<file path="src/rtl/link_perf_monitor.sv">
// link_perf_monitor
// Windowed traffic and credit monitor for NUM_LINKS credit/VC flow-controlled
// links. Credit tracking per link/VC runs all the time. Flit and stall counts
// per link are collected only inside a measurement window of WINDOW_CYCLES
// cycles, under a small IDLE/MEASURE/DONE controller.
module link_perf_monitor #(
    parameter int NUM_LINKS     = 8,
    parameter int NUM_VCS       = 2,
    parameter int BUFFER_SIZE   = 8,
    parameter int CNT_WIDTH     = 16,
    parameter int WINDOW_CYCLES = 1024,
    localparam int VC_W         = (NUM_VCS > 1) ? $clog2(NUM_VCS) : 1,
    localparam int CRED_W       = $clog2(BUFFER_SIZE + 1)
) (
    input  logic                                 clk,
    input  logic                                 n_rst,
    input  logic                                 start,
    input  logic                                 clear,
    input  logic [NUM_LINKS-1:0]                 link_valid,
    input  logic [NUM_LINKS-1:0]                 link_accept,
    input  logic [NUM_LINKS*VC_W-1:0]            link_vc,
    input  logic [NUM_LINKS*NUM_VCS-1:0]         credit_return,
    output logic                                 busy,
    output logic                                 done,
    output logic [NUM_LINKS*CNT_WIDTH-1:0]       flit_count,
    output logic [NUM_LINKS*CNT_WIDTH-1:0]       stall_count,
    output logic [NUM_LINKS*NUM_VCS*CRED_W-1:0]  credits,
    output logic [NUM_LINKS*NUM_VCS-1:0]         credit_err
);

    localparam int                  WC_W    = (WINDOW_CYCLES > 1) ? $clog2(WINDOW_CYCLES) : 1;
    localparam logic [WC_W-1:0]     WC_LAST = WC_W'(WINDOW_CYCLES - 1);
    localparam logic [CNT_WIDTH-1:0] CNT_MAX = '1;
    localparam logic [CRED_W-1:0]   CRED_FULL = CRED_W'(BUFFER_SIZE);

    typedef enum logic [1:0] {
        S_IDLE    = 2'd0,
        S_MEASURE = 2'd1,
        S_DONE    = 2'd2
    } state_t;

    logic [NUM_LINKS-1:0] xfer;
    logic [NUM_LINKS-1:0] stall;

    assign xfer  = link_valid & link_accept;
    assign stall = link_valid & ~link_accept;

    // ------------------------------------------------------------------
    // Credit tracking, one counter and one sticky error flag per link/VC.
    // ------------------------------------------------------------------
    genvar gi, gj;
    generate
        for (gi = 0; gi < NUM_LINKS; gi++) begin : g_link
            logic [VC_W-1:0] vc_sel;
            logic            bad_vc;

            assign vc_sel = link_vc[gi*VC_W +: VC_W];
            // A transfer tagged with a non-existent VC is charged to the last VC as an error.
            assign bad_vc = xfer[gi] && (int'(vc_sel) >= NUM_VCS);

            for (gj = 0; gj < NUM_VCS; gj++) begin : g_vc
                logic              take;
                logic              give;
                logic              err_set;
                logic              err_q, err_d;
                logic [CRED_W-1:0] cred_q, cred_d;

                // Next credit value and error condition for this link/VC.
                always_comb begin
                    take    = xfer[gi] && (vc_sel == VC_W'(gj));
                    give    = credit_return[gi*NUM_VCS + gj];
                    cred_d  = cred_q;
                    err_set = 1'b0;
                    if (take && !give) begin
                        if (cred_q == '0) begin
                            err_set = 1'b1;
                        end else begin
                            cred_d = cred_q - CRED_W'(1);
                        end
                    end else if (give && !take) begin
                        if (cred_q == CRED_FULL) begin
                            err_set = 1'b1;
                        end else begin
                            cred_d = cred_q + CRED_W'(1);
                        end
                    end
                    if (bad_vc && (gj == NUM_VCS - 1)) begin
                        err_set = 1'b1;
                    end
                    err_d = clear ? 1'b0 : (err_q | err_set);
                end

                // Credits reload only on reset; errors are also cleared by clear.
                always_ff @(posedge clk or negedge n_rst) begin
                    if (!n_rst) begin
                        cred_q <= CRED_FULL;
                        err_q  <= 1'b0;
                    end else begin
                        cred_q <= cred_d;
                        err_q  <= err_d;
                    end
                end

                assign credits[(gi*NUM_VCS + gj)*CRED_W +: CRED_W] = cred_q;
                assign credit_err[gi*NUM_VCS + gj]                 = err_q;
            end
        end
    endgenerate

    // ------------------------------------------------------------------
    // Measurement window controller and saturating per-link counters.
    // ------------------------------------------------------------------
    state_t               state_q;
    logic                 busy_q;
    logic                 done_q;
    logic [WC_W-1:0]      wcnt_q;
    logic [CNT_WIDTH-1:0] flit_q  [NUM_LINKS];
    logic [CNT_WIDTH-1:0] stall_q [NUM_LINKS];

    // Window FSM with registered busy/done; counts accumulate only in MEASURE.
    always_ff @(posedge clk or negedge n_rst) begin
        if (!n_rst) begin
            state_q <= S_IDLE;
            busy_q  <= 1'b0;
            done_q  <= 1'b0;
            wcnt_q  <= '0;
            for (int i = 0; i < NUM_LINKS; i++) begin
                flit_q[i]  <= '0;
                stall_q[i] <= '0;
            end
        end else if (clear) begin
            state_q <= S_IDLE;
            busy_q  <= 1'b0;
            done_q  <= 1'b0;
            wcnt_q  <= '0;
            for (int i = 0; i < NUM_LINKS; i++) begin
                flit_q[i]  <= '0;
                stall_q[i] <= '0;
            end
        end else begin
            case (state_q)
                S_IDLE, S_DONE: begin
                    if (start) begin
                        state_q <= S_MEASURE;
                        busy_q  <= 1'b1;
                        done_q  <= 1'b0;
                        wcnt_q  <= '0;
                        for (int i = 0; i < NUM_LINKS; i++) begin
                            flit_q[i]  <= '0;
                            stall_q[i] <= '0;
                        end
                    end
                end
                S_MEASURE: begin
                    for (int i = 0; i < NUM_LINKS; i++) begin
                        if (xfer[i] && (flit_q[i] != CNT_MAX)) begin
                            flit_q[i] <= flit_q[i] + CNT_WIDTH'(1);
                        end
                        if (stall[i] && (stall_q[i] != CNT_MAX)) begin
                            stall_q[i] <= stall_q[i] + CNT_WIDTH'(1);
                        end
                    end
                    if (wcnt_q == WC_LAST) begin
                        state_q <= S_DONE;
                        busy_q  <= 1'b0;
                        done_q  <= 1'b1;
                        wcnt_q  <= '0;
                    end else begin
                        wcnt_q <= wcnt_q + WC_W'(1);
                    end
                end
                default: begin
                    state_q <= S_IDLE;
                    busy_q  <= 1'b0;
                    done_q  <= 1'b0;
                end
            endcase
        end
    end

    assign busy = busy_q;
    assign done = done_q;

    generate
        for (gi = 0; gi < NUM_LINKS; gi++) begin : g_out
            assign flit_count[gi*CNT_WIDTH +: CNT_WIDTH]  = flit_q[gi];
            assign stall_count[gi*CNT_WIDTH +: CNT_WIDTH] = stall_q[gi];
        end
    endgenerate

endmodule

</file>
<file path="config.mk">
export PLATFORM = sky130hd
export DESIGN_NAME = link_perf_monitor
export DESIGN_NICKNAME = d
export VERILOG_FILES = /design/src/rtl/link_perf_monitor.sv
export SDC_FILE = /design/constraint.sdc
export NUM_CORES = 1
export LEC_CHECK = 0
export CORE_MARGIN = 4
export CORE_UTILIZATION = 53
export DETAILED_ROUTE_END_ITERATION = 7
export MAX_ROUTING_LAYER = met4
export PLACE_DENSITY = 0.81
export SYNTH_ARGS = -nofsm -noshare
export SYNTH_HDL_FRONTEND = slang
export SYNTH_SLANG_ARGS = --single-unit
</file>
<file path="constraint.sdc">
create_clock -name clk -period 2.2 [get_ports clk]
set_input_delay 0.22 -clock clk [delete_from_list [all_inputs] [get_ports clk]]
set_output_delay 0.22 -clock clk [all_outputs]
set_load 0.05 [all_outputs]
</file>
# Word-level counts from Yosys, hierarchy flattened
# Index checks and enable logic that the tools add are counted.
[word_totals]
input_bits = 44
memories = 0
wordCells = 559
latchBits = 0
ram_bits = 0
rom_bits = 0
reg_bits = 350
out_inout_bits = 338
[classes]
muxes = 181
n_addsub = 49
n_div = 0
shifts = 0
n_reduce_logical = 165
n_eq_ne = 85
mul = 0
magnitude_cmp = 0
bitwise = 27
[op_table]
columns = ["operator", "n"]
rows = [
  ["128-bit one-hot mux with 2 select lines", 2],
  ["128-bit two-way mux", 3],
  ["16-bit by 1-bit adder with 16-bit output (second input constant)", 16],
  ["16-bit two-way mux", 16],
  ["4-bit two-way mux", 64],
  ["16-bit != test (second input constant)", 16],
  ["3-bit AND reduction", 32],
  ["1-bit two-way mux", 86],
  ["4-bit by 1-bit adder with 4-bit output (second input constant)", 16],
  ["4-bit equality test (second input constant)", 16],
  ["1-bit logical AND", 64],
  ["4-bit zero test", 16],
  ["2-bit != test (second input constant)", 32],
  ["4-bit by 1-bit subtractor with 4-bit output (second input constant)", 16],
  ["3-bit != test (second input constant)", 18],
  ["1-bit zero test", 32],
  ["2-bit nonzero test", 16],
  ["10-bit two-way mux", 3],
  ["10-bit one-hot mux with 2 select lines", 1],
  ["8-bit AND", 2],
  ["1-bit bitwise OR", 16],
  ["10-bit by 1-bit adder with 10-bit output (second input constant)", 1],
  ["10-bit equality test (second input constant)", 1],
  ["1-bit NOT", 8],
  ["10 further kinds", 14],
]

# Depth between registers and ports, before layout
[logic_depth]
depth_word = 8
depth_mapped = 10

# Least setup slack after synthesis
# Ideal clock, no wire load.
[synth_timing]
path_type = "flip-flop to flip-flop"
startpoint = "register stall_q, in the netlist stall_count[48]"
endpoint = "register stall_q, in the netlist stall_count[54]"
n_path_buf = 0
arrival_time_ns = 2.264
stages_incl_launch_ff = 7
setup_ns = 0.132
slack_ns = -0.196
path_cell_list = "dfrtp_1 > ha_1 > nand4_1 > nor4_1 > nor4b_1 > xnor2_1 > nor2_1"
[synth_between]
elab_chain_cells = 4
word_cells_on_any_way = 8
cone_classes = "add/sub (1); eq/ne (2); mux (3); reduce/logical (2)"
[synth_rtl]
columns = ["item", "line_no", "text"]
rows = [
  ["start, declared", "118", "logic [CNT_WIDTH-1:0] stall_q [NUM_LINKS];"],
  ["start signal, assigned by index", "160", "stall_q[i] <= stall_q[i] + CNT_WIDTH'(1);"],
  ["16-bit by 1-bit adder with 16-bit output or 16-bit != test (tied branches)", "160, 159", ""],
  ["16-bit two-way mux or 1-bit logical AND (tied branches)", "159", "if (stall[i] && (stall_q[i] != CNT_MAX)) begin"],
  ["128-bit one-hot mux with 2 select lines or 3-bit != test (tied branches)", "-", ""],
  ["128-bit two-way mux or 3-bit AND reduction (tied branches)", "-", ""],
]
# Several ways; a longest one is shown, not always the timed one. The select of a mux whose other input is x is not followed.
# A chain may end at the register's enable or synchronous reset.

# Worst setup path after layout
[layout_timing]
startpoint = "register stall_q, in the netlist stall_count[66]"
endpoint = "output port stall_count[66]"
[layout_rtl]
columns = ["item", "line_no", "text"]
rows = [
  ["end, declared", "26", "output logic [NUM_LINKS*CNT_WIDTH-1:0] stall_count,"],
]
# No word-level cell between the ends.

==> flow_summary.yaml <==
worst_setup_path:
  crit_chain: "clkdlybuf4s50_1"
  slowest_stage: "clkdlybuf4s50_1"
  r2r_start: "state_q[0]"
  cp.required_ns: 1.98
  arrival_ns: 1.96
  path_class: "flop to output port"
  r2r_cells: 7
  startpoint: "stall_count[66]"
  start_kind: "flop"
  crit_buf_inv: 1
  critPathTopFamily: "buffers and inverters"
  cp.depth: 1
  max_stage_delay_ns: 0.90
  path_max_fanout: 7
  cp-end-kind: "output port"
outcome:
  outcome: "finished clean"
clocking:
  root_buffer: "clkbuf_16"
  clock_latency_ns: 0.56
  cts_buffers: 40
  ctsHtreeMaxLevel: 2
  cts_buffer_depth: 3
  cts_tree: "yes"
  clk_pin_slew_ns: 0.06
  cts_sinks: 349
floorplanning:
  die_w_um: 203
  ios: 382
  fp.coreArea_um2: 37600
  dieArea_um2: 41200
  rows: 71
  die_h_um: 203
  start_util: 0.536
yosys:
  syn_nets: 2326
  ys_warn_count: 0
  syn_area_um2: 20100
  syn_avg_cell_area_um2: 9.10
  netlist_instances: 2213
  yosys_most_used_dff: "dfrtp_1"
  yosysTopAreaCell: "dfrtp_1"
  yosysSeqAreaShare: 0.435
  ys_top_cells_by_area: "dfrtp_1, xnor2_1, ha_1"
  synth_edf_count: 0
  ys_ff_latch: 349
  synthDistinctLibCells: 82
  yosys.area.top_type_share: 0.414
  synth-async-reset-ratio: 1.00
detailed_routing:
  drc: 0
  drt-total-wl_um: 63700
  ant_nets: 0
  first_pass_iters: 7
  via_per_inst: 5.94
  first_iter_violations: 1413
  vias: 19400
  routedWlPerCell_um: 19.5
pwr:
  p_seq_frac: 0.373
  power_density_nw_per_um2: 825
  p_switching_mw: 8.31
  peakVddDrop_uv: 969
  switching_share: 0.370
  p_comb_frac: 0.307
  clockPowerShare: 0.319
  p_int_mw: 14.1
  p_total_mw: 22.5
  p_leak_nw: 11.3
timing:
  tightest_slew_ns: 0.634
  setup_tns_ns: 0
  setup_viol: 0
  finalCritPeriodShare: 0.992
  relSlewSlack: 0.576
  hold_viol: 0
  fmax_ghz: 0.458
  finalCriticalPeriod_ns: 2.18
  clock_skew_ns: 0.0114
  slew_viol_final: 0
min_path:
  hold_path.class: "primary input to async pin"
cells_and_area:
  area_delta_synth_final_pct: 35.2
  finish.utilization: 0.725
  nets: 2839
  drive_gt1_frac: 0.128
  n_fill_cell: 2731
grt:
  grt_max_degree: 64
  antenna_found_initial: 2
  grt_pass1_vias: 18800
  grt_use_total: 0.308
  gr-total-overflow: 0
  grt_first_pass_wirelength_um: 101000
placed_design:
  port_buffers: 381
  gp_congestion: 0.946
  dpl.hpwl_um: 45700
run:
  cap_violations: 0
==> Yosys cell counts (21+ instances only) <==
cell type,count
a21oi_1,108
and3_1,48
and4_1,22
clkbuf_1,68
dfrtp_1,333
ha_1,69
inv_1,63
mux2i_1,21
nand2_1,225
nand3_1,124
nand4_1,61
nor2_1,230
nor3_1,73
nor4_1,69
o21ai_0,104
or3_1,49
xnor2_1,160
xor2_1,58
==> power groups by stage <==
| stage | clock network (mW) | logic [mW] | registers, mW |
|---|---|---|---|
| finish | 7.17 | 6.90 | 8.38 |
| global route | 7.54 | 7.36 | 8.52 |
| detailed placement | 0 | 6.92 | 8.45 |
| CTS | 7.28 | 6.90 | 8.34 |
| floorplan | 0 | 2.55 | 10.2 |
| global placement | 0 | 6.73 | 8.37 |
==> timing repair <==
item                                    CTS  global route
resized for setup                        19            27
endpoints found under the setup margin   27            60
cloned                                    0             1
pin swaps                                 0             5
hold buffers                              1             0
buffers inserted                          0             7
hold endpoints to repair                 52             0
==> routing by layer <==
metal | vias to the layer above | part of all wire | track usage
met4 | 0 | 0.036 | 0.105
met1 | 9432 | 0.40 | 0.381
li1 | 8990 | - | -
met5 | - | 0 | -
met2 | 830 | 0.48 | 0.500
met3 | 176 | 0.082 | 0.0722
==> final cells by class <==
class | count | area (um2) | area share
inverters | 64 | 240 | 0.00882
repair buffers | 570 | 5330 | 0.196
multi-input cells | 1701 | 10800 | 0.398
diodes | 2 | 5.00 | 0.000184
flip-flops and latches | 349 | 8760 | 0.322
clock buffers | 59 | 1170 | 0.0431
well taps | 511 | 639 | 0.0235
clock inverters | 13 | 230 | 0.00846
==> cell families after synthesis <==
family,count (synthesis),synth area share
AND/OR/NAND/NOR,1026,0.265
AO/OA/AOI/OAI,357,0.112
flip-flops,349,0.435
XOR/XNOR,218,0.0948
buffers and inverters,164,0.0345
adder cells (fa/ha/maj),69,0.0429
multiplexers,30,0.0155
==> worst paths after layout <==
| check | end | slack, ns |
|---|---|---|
| max | stall_count[66] | 0.02 |
| min | g_link[4].g_vc[1].err_q | 0.20 |
| max reg2reg | flit_count[61] | 0.06 |
| min reg2reg | g_link[4].g_vc[0].err_q | 0.50 |
| max in group asynchronous | g_link[3].g_vc[1].cred_q[3] | 1.15 |
| min in group clk | g_link[2].g_vc[0].err_q | 0.22 |
==> through the flow <==
step | hold slack, ns | setup WS [ns] | instance area [um2] | instances
2_1_floorplan | -0.0756 | 0.00347 | 20200 | 2213
3_3_place_gp | 0.211 | -0.248 | 25700 | 3186
3_5_place_dp | 0.212 | -0.327 | 25700 | 3186
4_1_cts | 0.189 | 0.00420 | 27100 | 3259
5_1_grt | 0.205 | -0.0346 | 27200 | 3269
6_report | 0.202 | 0.0166 | 27200 | 3269
==> layout by cell type (no fill, tap or decap), types with 63 or more instances in the layout <==
master and n:
nand3_1 124, clkdlybuf4s50_1 349, ha_1 69, dfrtp_1 327, nor2_1 228, nand2_1 223, o21ai_0 104, nor3_1 72
nor4_1 64, inv_1 63, a21oi_1 108, xnor2_1 160, buf_4 180
==> registers in the layout, summed over array words and instances (netlist names) <==
name	cells
state_q	2
busy	1
flit_count	128
wcnt_q	10
g_link.g_vc.err_q	16
g_link.g_vc.cred_q	64
stall_count	128
No activity file was read; power rests on OpenSTA's default activity.
==> patch 1, RTL diff (same flow settings) <==
Set the parameter `WINDOW_CYCLES` to 256 (it was 1024).
--- a/src/rtl/link_perf_monitor.sv
+++ b/src/rtl/link_perf_monitor.sv
@@ -9,5 +9,5 @@
     parameter int BUFFER_SIZE   = 8,
     parameter int CNT_WIDTH     = 16,
-    parameter int WINDOW_CYCLES = 1024,
+    parameter int WINDOW_CYCLES = 256,
     localparam int VC_W         = (NUM_VCS > 1) ? $clog2(NUM_VCS) : 1,
     localparam int CRED_W       = $clog2(BUFFER_SIZE + 1)
Check against the original RTL: not settled (the Yosys comparison gave no result); the edit may change what the design does.
==> patch 1 against the unedited design <==
Largest cell class unchanged. Wire length shrank 4.7%. Sequential cell count down 2. Highest routed layer unchanged. Total power fell by 1.6%. Non-clock buffer count is 19 lower. Setup slack gained 0.024 ns. Synthesized area down 1.2%. Cell area fell by 1.8%.
==> patch 1: results (changes against the unedited design) <==
In this run the worst setup path terminates at credits[51]. The flow ran to the end, and the final reports show no timing, DRC or antenna violations. The later-pin clock latency in the skew report came out at 0.53 ns (-0.03 ns). The run gives 54.11% (-3.5 points) as the relative slew slack. The final standard cell count with taps included and fillers excluded came out at 3,198 (-2.2%). The total placed instance area was 25,330 um^2 (-1.3%). The DRC violation total after the first TritonRoute iteration was 1,247 (-12%). The tools report the critical path startpoint as g_link[6].g_vc[0].cred_q[3]. The tools report the minimum setup slack after placement as -0.1869 ns (+0.1400 ns).

The logs give 60,670 um (-4.7%) for the wire length reported by the detailed router and 0.9542 (+0.88%) for the final RePlAce weighted congestion. The run gives 4444 um (-15%) as the routed length on met3. The commonest cells after synthesis are 331 x sky130_fd_sc_hd__dfrtp_1, 246 x sky130_fd_sc_hd__nor2_1, 223 x sky130_fd_sc_hd__nand2_1. The depth of the worst register-to-register path was 6 (-1).

The combinational-cell power consumption is 6.95 mW (+0.7%). The logs give 78 (-4.9%) for the count of unique library cells instantiated by Yosys and 0.09 ns (+0.03 ns) for the reg-to-reg setup timing slack. Met3 global-route usage: 6.398% (-0.82 points). The tools report the sequential power share as 37.9% (+0.6 points). The logs give 29.83% (-0.93 points) for the total routing usage reported by global routing and 0.1424 ns (-0.05939 ns) for the minimum hold slack. The static leakage is 10.91 nW (-3.8%), and the via count of the first global-routing pass is 18,390 (-2.4%). Ranked by total cell area, the synthesized netlist is headed by sky130_fd_sc_hd__dfrtp_1 42%, sky130_fd_sc_hd__xnor2_1 7.4%, sky130_fd_sc_hd__nor2_1 4.6%. The worst-case clock skew was 0.01384 ns (+0.002446 ns). The gate count of the mapped netlist was 2,202 (-0.50%).

The switching power share of the total was 37.15% (+0.12 points); the number of vias in the routed layout was 18,990 (-2.2%). Worst-case setup margin in the final layout: 0.04048 ns (+0.02388 ns). The startpoint identified for the worst register-to-register timing path is state_q[1].
==> patch 1: cells by family (layout without fill, tap and decap cells) <==
family                     count (synthesis)  after routing  synth area share [%]
and+or+nand+nor                         1002           1002                 25.53
AOI/OAI and AO/OA                        380            380                 12.03
DFF                                      347            347                 43.75
xor gates and xnor gates                 225            225                 9.905
buffers and inverters                    161            686                 3.503
adders and majority gates                 69             69                 4.339
muxes                                     18             18                0.9433
other                                      0              3                     0
==> patch 1: timing repair <==
action                                  4_1_cts  5_1_grt
endpoints found under the hold margin        44        0
endpoints found under the setup margin        6       53
resized for setup                             5       21
cloned                                        0        0
hold buffers                                  1        0
==> patch 1: area by class of cell <==
| type | count | area (um^2) |
|---|---|---|
| multi-input combinational | 1694 | 10610 |
| timing repair buffer | 551 | 5261 |
| clock inverter | 14 | 170.2 |
| antenna | 3 | 7.507 |
| sequential | 347 | 8712 |
| tap | 468 | 585.6 |
| clock buffer | 57 | 1156 |
| inverter | 64 | 240.2 |
| fill | 2664 | 10040 |
==> patch 2, RTL diff (same settings) <==
Made on the original files. Reset style: synchronous (`n_rst`), changed in 2 clocked blocks.
--- a/src/rtl/link_perf_monitor.sv
+++ b/src/rtl/link_perf_monitor.sv
@@ -92,5 +92,5 @@
 
                 // Credits reload only on reset; errors are also cleared by clear.
-                always_ff @(posedge clk or negedge n_rst) begin
+                always_ff @(posedge clk) begin
                     if (!n_rst) begin
                         cred_q <= CRED_FULL;
@@ -119,5 +119,5 @@
 
     // Window FSM with registered busy/done; counts accumulate only in MEASURE.
-    always_ff @(posedge clk or negedge n_rst) begin
+    always_ff @(posedge clk) begin
         if (!n_rst) begin
             state_q <= S_IDLE;
Check against the original RTL: not settled (the Yosys comparison gave no result); the edit may change what the design does.
==> patch 2 against the unedited design <==
Wire length down 17%. Cell area fell by 4.6%. Sequential share of layout area is 3.5 points higher. First-iteration DRC count decreased by 32%. Setup slack better by 0.038 ns. Register-to-register slack better by 0.05 ns. Sequential cell count rose by 1. Synthesized area decreased by 4.7%. Clock skew up 0.0027 ns.
Power is not compared: it rests on default switching activity, and its combinational part moved more than twofold at a synthesized area within 25%.
==> patch 2: results (changes against the unedited design) <==
The run finished with clean final reports. The synthesized area per cell is 9.712 um^2 (+6.7%). The logs give 0.9004 (-4.8%) for the final RePlAce weighted congestion and 83,350 um (-18%) for the wire length of the first global-routing pass. The tools report the DRC violation total after the first TritonRoute iteration as 954 (-32%). The tools report the count of fill cells added during filler insertion as 2,513 (-8.0%). Among all flip-flop cells after synthesis, the most frequent one is sky130_fd_sc_hd__edfxtp_1.

The met1 global-route usage came out at 32.88% (-5.2 points). The number of signal-net buffers in the layout was 531 (-6.8%). Ranked by total cell area, the synthesized netlist is headed by sky130_fd_sc_hd__edfxtp_1 35%, sky130_fd_sc_hd__dfxtp_1 13%, sky130_fd_sc_hd__xor2_1 6.4%. The run gives 25,240 um (-18%) as the detailed route wirelength on metal2. The transition time at the pin with the least slew margin works out to 0.6279 ns (-0.006053 ns).

The count of unique library cells instantiated by Yosys was 61 (-26%); the routed length on met3 was 4460 um (-15%). The later-pin clock latency in the skew report came out at 0.54 ns (-0.02 ns). The number of diodes added for antenna fixing is 1 (-1), and the highest net fanout along the worst path is 6 (-1). The largest net degree at the start of global routing is 45 (-30%). The via count of the first global-routing pass is 16,220 (-14%), and the average routed wire per standard cell is 17.73 um (-9.0%). The fraction of final layout cells sized beyond drive strength 1 came out at 11.16% (-1.7 points). For the number of nets produced by synthesis, the log shows 2,118 (-8.9%). The xor/xnor cell area share of the yosys netlist works out to 11.45% (+2.0 points). The tightest min-delay check is of the in2reg type. After synthesis, the most frequently instantiated cells are 300 x sky130_fd_sc_hd__nor2_1, 224 x sky130_fd_sc_hd__edfxtp_1, 177 x sky130_fd_sc_hd__nand2_1.

The sequential share of cell area is 35.63% (+3.5 points). The worst endpoint data arrival time was 1.93 ns (-0.03 ns); the arithmetic-cell share of the synthesized area counting full adders, half adders and majority gates was 6.947% (+2.7 points). The count of nets after finishing is 2,639 (-7.0%). The met3 global-route usage is 6.670% (-0.55 points).

The number of antenna violations at the first check in global routing came out at 1 (-1). The area of the die was 39,330 um^2 (-4.5%); the final standard cell count with taps included and fillers excluded was 2,990 (-8.5%). The run gives 42.74% (-7.2 points) as the global routing met2 resource utilization. The worst-case clock skew was 0.01411 ns (+0.002708 ns); the number of clock-tree buffers in the layout was 58 (-1.7%). Minimum setup slack after placement: -0.3005 ns (+0.02633 ns). For the number of detailed-route iterations in the first pass, the log shows 5 (-2). The area occupied by multi-input gates was 9528 um^2 (-12%); the total design power was 16.83 mW. The post-synthesis compound-gate area fraction was 7.592% (-3.6 points); the number of vias in the routed layout was 16,520 (-15%). The area growth from synthesis to final layout works out to 35.24% (about the same). The portion of netlist area occupied by mux cells works out to 0.7559% (-0.79 points). The share of synthesized flip-flops with an asynchronous set or reset is 0% (-100 points), and the total routing usage reported by global routing is 26.72% (-4.0 points). The run gives 0 (-19) as the count of instances resized after the clock tree is built.

The share of final layout cell area taken by clock buffers and inverters came out at 4.669% (-0.49 points). The share of final layout cell area taken by non-clock buffers came out at 19.11% (-0.47 points).
-- patch 2: cell count changes after synthesis, moves of 48 or more --
cell                       change
sky130_fd_sc_hd__nor4_1       -61
sky130_fd_sc_hd__xnor2_1      -50
sky130_fd_sc_hd__nand2_1      -48
sky130_fd_sc_hd__o21ai_0      -49
sky130_fd_sc_hd__dfrtp_1     -333
sky130_fd_sc_hd__inv_1        +52
sky130_fd_sc_hd__xor2_1       +83
sky130_fd_sc_hd__dfxtp_1     +126
sky130_fd_sc_hd__edfxtp_1    +224
sky130_fd_sc_hd__nor2_1       +70
-- patch 2: final timing paths --
kind	startpoint	end	slack, ns	depth (start not counted)
hold reg to reg	g_link[1].g_vc[0].err_q	g_link[1].g_vc[0].err_q	0.47	2
hold / removal	n_rst	g_link[0].g_vc[0].cred_q[3]	0.17	3
setup reg to reg	state_q[1]	flit_q[1][13]	0.11	5
setup / recovery	stall_q[1][50]	stall_count[114]	0.05	1
